<file path="src/rtl/deemphasis_pkg.sv">
// Shared constants, coefficients, dequantizer and FSM state type for the
// audio back-end stages (de-emphasis, gain, FIR).
package deemphasis_pkg;

  localparam int QUANT_BITS = 10;
  localparam int TAPS       = 2;
  localparam int COEF_W     = 32;
  localparam int DEQ_W      = 64;

  // Descending ranges: element 0 is the rightmost literal, so YC[0] = -666
  // weights the most recent output held in the y history.
  localparam logic signed [COEF_W-1:0] XC [TAPS-1:0] = '{32'sd179, 32'sd179};
  localparam logic signed [COEF_W-1:0] YC [TAPS-1:0] = '{32'sd0, -32'sd666};

  typedef enum logic [1:0] {
    IDLE  = 2'd0,
    MAC   = 2'd1,
    WRITE = 2'd2
  } state_t;

  // Divide by 2**QUANT_BITS, rounding toward zero.
  function automatic logic signed [DEQ_W-1:0] deq(input logic signed [DEQ_W-1:0] v);
    if (v < 0) deq = -((-v) >>> QUANT_BITS);
    else       deq = v >>> QUANT_BITS;
  endfunction

endpackage

</file>
<file path="src/rtl/deemphasis.sv">
// FM de-emphasis IIR: pops a sample, accumulates TAPS feed-forward and
// feedback products one tap per cycle, then pushes the result downstream.
module deemphasis
  import deemphasis_pkg::*;
#(
  parameter int DATA_SIZE = 32,
  parameter int TAPS      = deemphasis_pkg::TAPS
) (
  input  logic                        clock,
  input  logic                        reset,
  input  logic signed [DATA_SIZE-1:0] in,
  output logic                        in_rd_en,
  input  logic                        in_empty,
  output logic signed [DATA_SIZE-1:0] deemph_out,
  output logic                        out_wr_en,
  input  logic                        out_full
);

  localparam int PW = 2 * DATA_SIZE;
  localparam int TW = (TAPS > 1) ? $clog2(TAPS) : 1;

  state_t state, next_state;

  logic signed [DATA_SIZE-1:0] x_hist [TAPS];
  logic signed [DATA_SIZE-1:0] y_hist [TAPS];
  logic signed [DATA_SIZE-1:0] acc;
  logic        [TW-1:0]        tap;

  logic signed [PW-1:0]        prod_x, prod_y;
  logic signed [DATA_SIZE-1:0] term;
  logic                        tap_last;

  always_comb begin
    prod_x   = PW'(XC[tap]) * PW'(x_hist[tap]);
    prod_y   = PW'(YC[tap]) * PW'(y_hist[tap]);
    term     = DATA_SIZE'(deq(DEQ_W'(prod_x))) + DATA_SIZE'(deq(DEQ_W'(prod_y)));
    tap_last = (tap == TW'(TAPS - 1));
  end

  always_ff @(posedge clock or negedge reset) begin
    if (!reset) begin
      state <= IDLE;
      acc   <= '0;
      tap   <= '0;
      for (int unsigned i = 0; i < TAPS; i++) begin
        x_hist[i] <= '0;
        y_hist[i] <= '0;
      end
    end else begin
      state <= next_state;
      case (state)
        IDLE: begin
          if (!in_empty) begin
            x_hist[0] <= in;
            for (int unsigned i = 1; i < TAPS; i++) x_hist[i] <= x_hist[i-1];
            acc <= '0;
            tap <= '0;
          end
        end
        MAC: begin
          acc <= acc + term;
          tap <= tap + TW'(1);
        end
        WRITE: begin
          if (!out_full) begin
            y_hist[0] <= acc;
            for (int unsigned i = 1; i < TAPS; i++) y_hist[i] <= y_hist[i-1];
          end
        end
        default: ;
      endcase
    end
  end

  always_comb begin
    next_state = state;
    in_rd_en   = 1'b0;
    out_wr_en  = 1'b0;
    deemph_out = '0;
    case (state)
      IDLE: begin
        if (!in_empty) begin
          in_rd_en   = 1'b1;
          next_state = MAC;
        end
      end
      MAC: begin
        if (tap_last) next_state = WRITE;
      end
      WRITE: begin
        if (!out_full) begin
          out_wr_en  = 1'b1;
          deemph_out = acc;
          next_state = IDLE;
        end
      end
      default: begin
        next_state = IDLE;
        in_rd_en   = 1'bx;
        out_wr_en  = 1'bx;
        deemph_out = 'x;
      end
    endcase
    // Strobes stay quiet for the whole reset pulse, not only after the edge.
    if (!reset) begin
      in_rd_en   = 1'b0;
      out_wr_en  = 1'b0;
      deemph_out = '0;
    end
  end

endmodule
</file>
<file path="config.mk">
export PLATFORM = sky130hd
export DESIGN_NAME = deemphasis
export DESIGN_NICKNAME = d
export VERILOG_FILES = /design/src/rtl/deemphasis_pkg.sv /design/src/rtl/deemphasis.sv
export SDC_FILE = /design/constraint.sdc
export NUM_CORES = 2
export LEC_CHECK = 0
export BUFFER_PORTS_ARGS = -buffer_cell sky130_fd_sc_hd__buf_4
export CORE_MARGIN = 10
export CORE_UTILIZATION = 58
export CTS_CLUSTER_SIZE = 40
export DETAILED_ROUTE_END_ITERATION = 10
export PLACE_DENSITY = 0.82
export SLEW_MARGIN = 30
export SYNTH_ARGS = -nofsm -noshare
export SYNTH_HDL_FRONTEND = slang
export SYNTH_SLANG_ARGS = --single-unit
</file>
<file path="constraint.sdc">
create_clock -name clock -period 20.5 [get_ports clock]
set_clock_uncertainty 0.2 [all_clocks]
set_input_delay 6.15 -clock clock [delete_from_list [all_inputs] [get_ports clock]]
set_output_delay 6.15 -clock clock [all_outputs]
set_load 0.01 [all_outputs]
</file>
==> impl_metrics.ini <==
[floorplanning]
num_io_pins = 70
initial_core_util = 0.588
fp.dieH_um = 257
core_area_um2 = 55300
design.die.area_um2 = 66000
core.rowCount = 86
dieWidth_um = 257

[layout]
n_antenna_cell = 0
final_layout_size_suffix_gt1_frac = 0.0850
fin_nets = 4527
final_common_cell = inv_1
area_growth_pct = 5.66
layout_common_cells = 746 x inv_1, 513 x ha_1, 425 x fa_1
final_area_um2 = 34400

[yosys]
yosysTopAreaCell = fa_1
ys_warn_count = 0
synth_top_family_by_area = adder cells
synth_mux_area_frac = 0.0508
synth_fa_ha_area_frac = 0.459
synthTopCellsByArea = fa_1 26%, ha_1 20%, dfrtp_1 10%
seq_area_frac_synth = 0.102
ys_ff_latch = 132
synthesis.nets = 4513
syn_area_um2 = 32500
yosysTopAreaCellShare = 0.261
syn_inst = 3539
synth-simple-area-share = 0.125
ys.flop_type = dfrtp_1
synth_edf_count = 0
synthDistinctLibCells = 98
synthArstFlopShare = 1.00
synth-xor-area-share = 0.0515
synth_compound_area_frac = 0.116
syn_area_per_cell_um2 = 9.19

[clocking]
ctsResizeCount = 0
cts_buffers = 17
clk_latency_ps = 490
htree_levels = 4
ctsHoldBuffers = 0
cts_tree = yes
cts_root_buf = clkbuf_16
clkSlewWorstSetupHoldPaths_ps = 70
clock-sinks = 132
post_cts_buffers = 0
cts.path.max_buffers = 2

[setup_path]
cp.required_ps = 20710
end_kind = register
arrival_ps = 14290
critPathMostFrequentCell = fa_1
path_max_fanout = 43
crit_type = register to register
start_kind = register
critical_path.slowest_cell = fa_1
max_stage_delay_ps = 890

[grt]
overflow = 0
grt_usage = 0.226
grt_pass1_vias = 25700
grt_max_degree = 74
grt_pass1_wl_mm = 124
antenna_found_initial = 1

[drt]
dr_wl_met2_mm = 36.4
met3_length_mm = 2.70
drc = 0
drt_first_pass_iters = 5
wirelength_mm = 72.1
vias_per_cell = 5.66
vias = 24400
ant_nets = 0
drt-met1-wl_mm = 31.2
drt_iter0_drc = 1533
detail_route.wl_per_cell_um = 16.7
top_layer_used = met4

[flow_run]
maxCapViolCount = 0

[timing]
fin_crit_sh = 0.687
tightestPinTransition_ps = 974
setup_ws_ps = 6420
min_period_ps = 14080
hold_ws_ps = 300
timing.fmax_mhz = 71.0
maxSlewHeadroom = 0.346
report.final.slew_viol_count = 0
rsz0062_at_grt = false
hold_viol = 0
setup_viol = 0
finalSetupTns_ps = 0

[placed_design]
place.gp.congestion = 0.936
io_buffers = 69
place_hpwl_mm = 61.6
pre_cts_ws_ps = 6450
placed_area_um2 = 33800

[worst_hold_path]
min_path_type = register to register

[outcome]
outcome = completed
Yosys cell counts (12+ instances only):
| library cell | number |
|---|---|
| a21o_1 | 58 |
| nor4_1 | 20 |
| or2_2 | 18 |
| o21ai_0 | 124 |
| nor2b_1 | 37 |
| inv_1 | 746 |
| and3_1 | 67 |
| a31oi_1 | 18 |
| or3_1 | 28 |
| mux2_2 | 121 |
| nand4_1 | 36 |
| mux2i_1 | 29 |
| nand3_1 | 60 |
| a211oi_1 | 24 |
| nand2_1 | 154 |
| xor2_1 | 69 |
| o21a_1 | 31 |
| nand2b_1 | 33 |
| clkbuf_1 | 72 |
| or4_1 | 13 |
| o211ai_1 | 22 |
| xnor2_1 | 119 |
| nor2_1 | 126 |
| and4_1 | 13 |
| a21oi_1 | 106 |
| nor3b_1 | 12 |
| ha_1 | 513 |
| nor3_1 | 50 |
| and2_1 | 37 |
| dfrtp_1 | 132 |
| fa_1 | 425 |
flip-flops by register name, summed over array words and instances, names as in the netlist:
register and cells:
y_hist 33, state 2, tap 1, acc 32
x_hist 64
layout make-up:
type | count | area [um^2]
clock buffers | 17 | 425
clock inverters | 15 | 144
fillers | 4632 | 20900
inverters | 746 | 2800
multi-input cells | 2572 | 26100
flip-flops and latches | 132 | 3310
well taps | 748 | 936
repair buffers | 84 | 634
final timing paths:
path	startpoint	end	slack, ps	cells past startpoint
worst max-delay path	tap	acc[31]	6420	44
worst min register to register	y_hist[60]	y_hist[60]	300	1
worst min-delay path	y_hist[60]	y_hist[60]	300	1
min in group asynchronous	reset	acc[7]	5460	1
max in group asynchronous	reset	x_hist[20]	13450	2
worst max register to register	tap	acc[31]	6420	44
critical path, delay by kind of cell (launching register included):
| kind | cells | cell delay [ps] |
|---|---|---|
| adder cells (fa/ha/maj) | 11 | 5830 |
| AO/OA/AOI/OAI | 15 | 3490 |
| AND/OR/NAND/NOR | 7 | 1990 |
| buffers and inverters | 8 | 1310 |
| flip-flops | 1 | 700 |
| XOR/XNOR | 3 | 430 |
metal layers:
metal,track usage,up-vias
met5,0,-
met4,0.0659,0
met3,0.0299,120
met2,0.399,483
met1,0.282,12000
li1,-,11900
cell families (layout without fill, tap and decap cells):
group | count (synthesis) | in the layout
mux | 150 | 150
compound gates | 545 | 545
fa+ha+maj | 938 | 938
xor+xnor | 189 | 189
buf+inv | 835 | 862
flops | 132 | 132
simple gates | 750 | 750
stage by stage:
step / util / cells
final: 0.622 / 4314
after global routing: 0.622 / 4314
after CTS: 0.621 / 4314
after detailed placement: 0.611 / 4282
after global placement: 0.611 / 4282
after floorplan: - / 3539
Power is not shown: default switching activity piles up to over one toggle a cycle in this logic, so the estimate is an artifact.
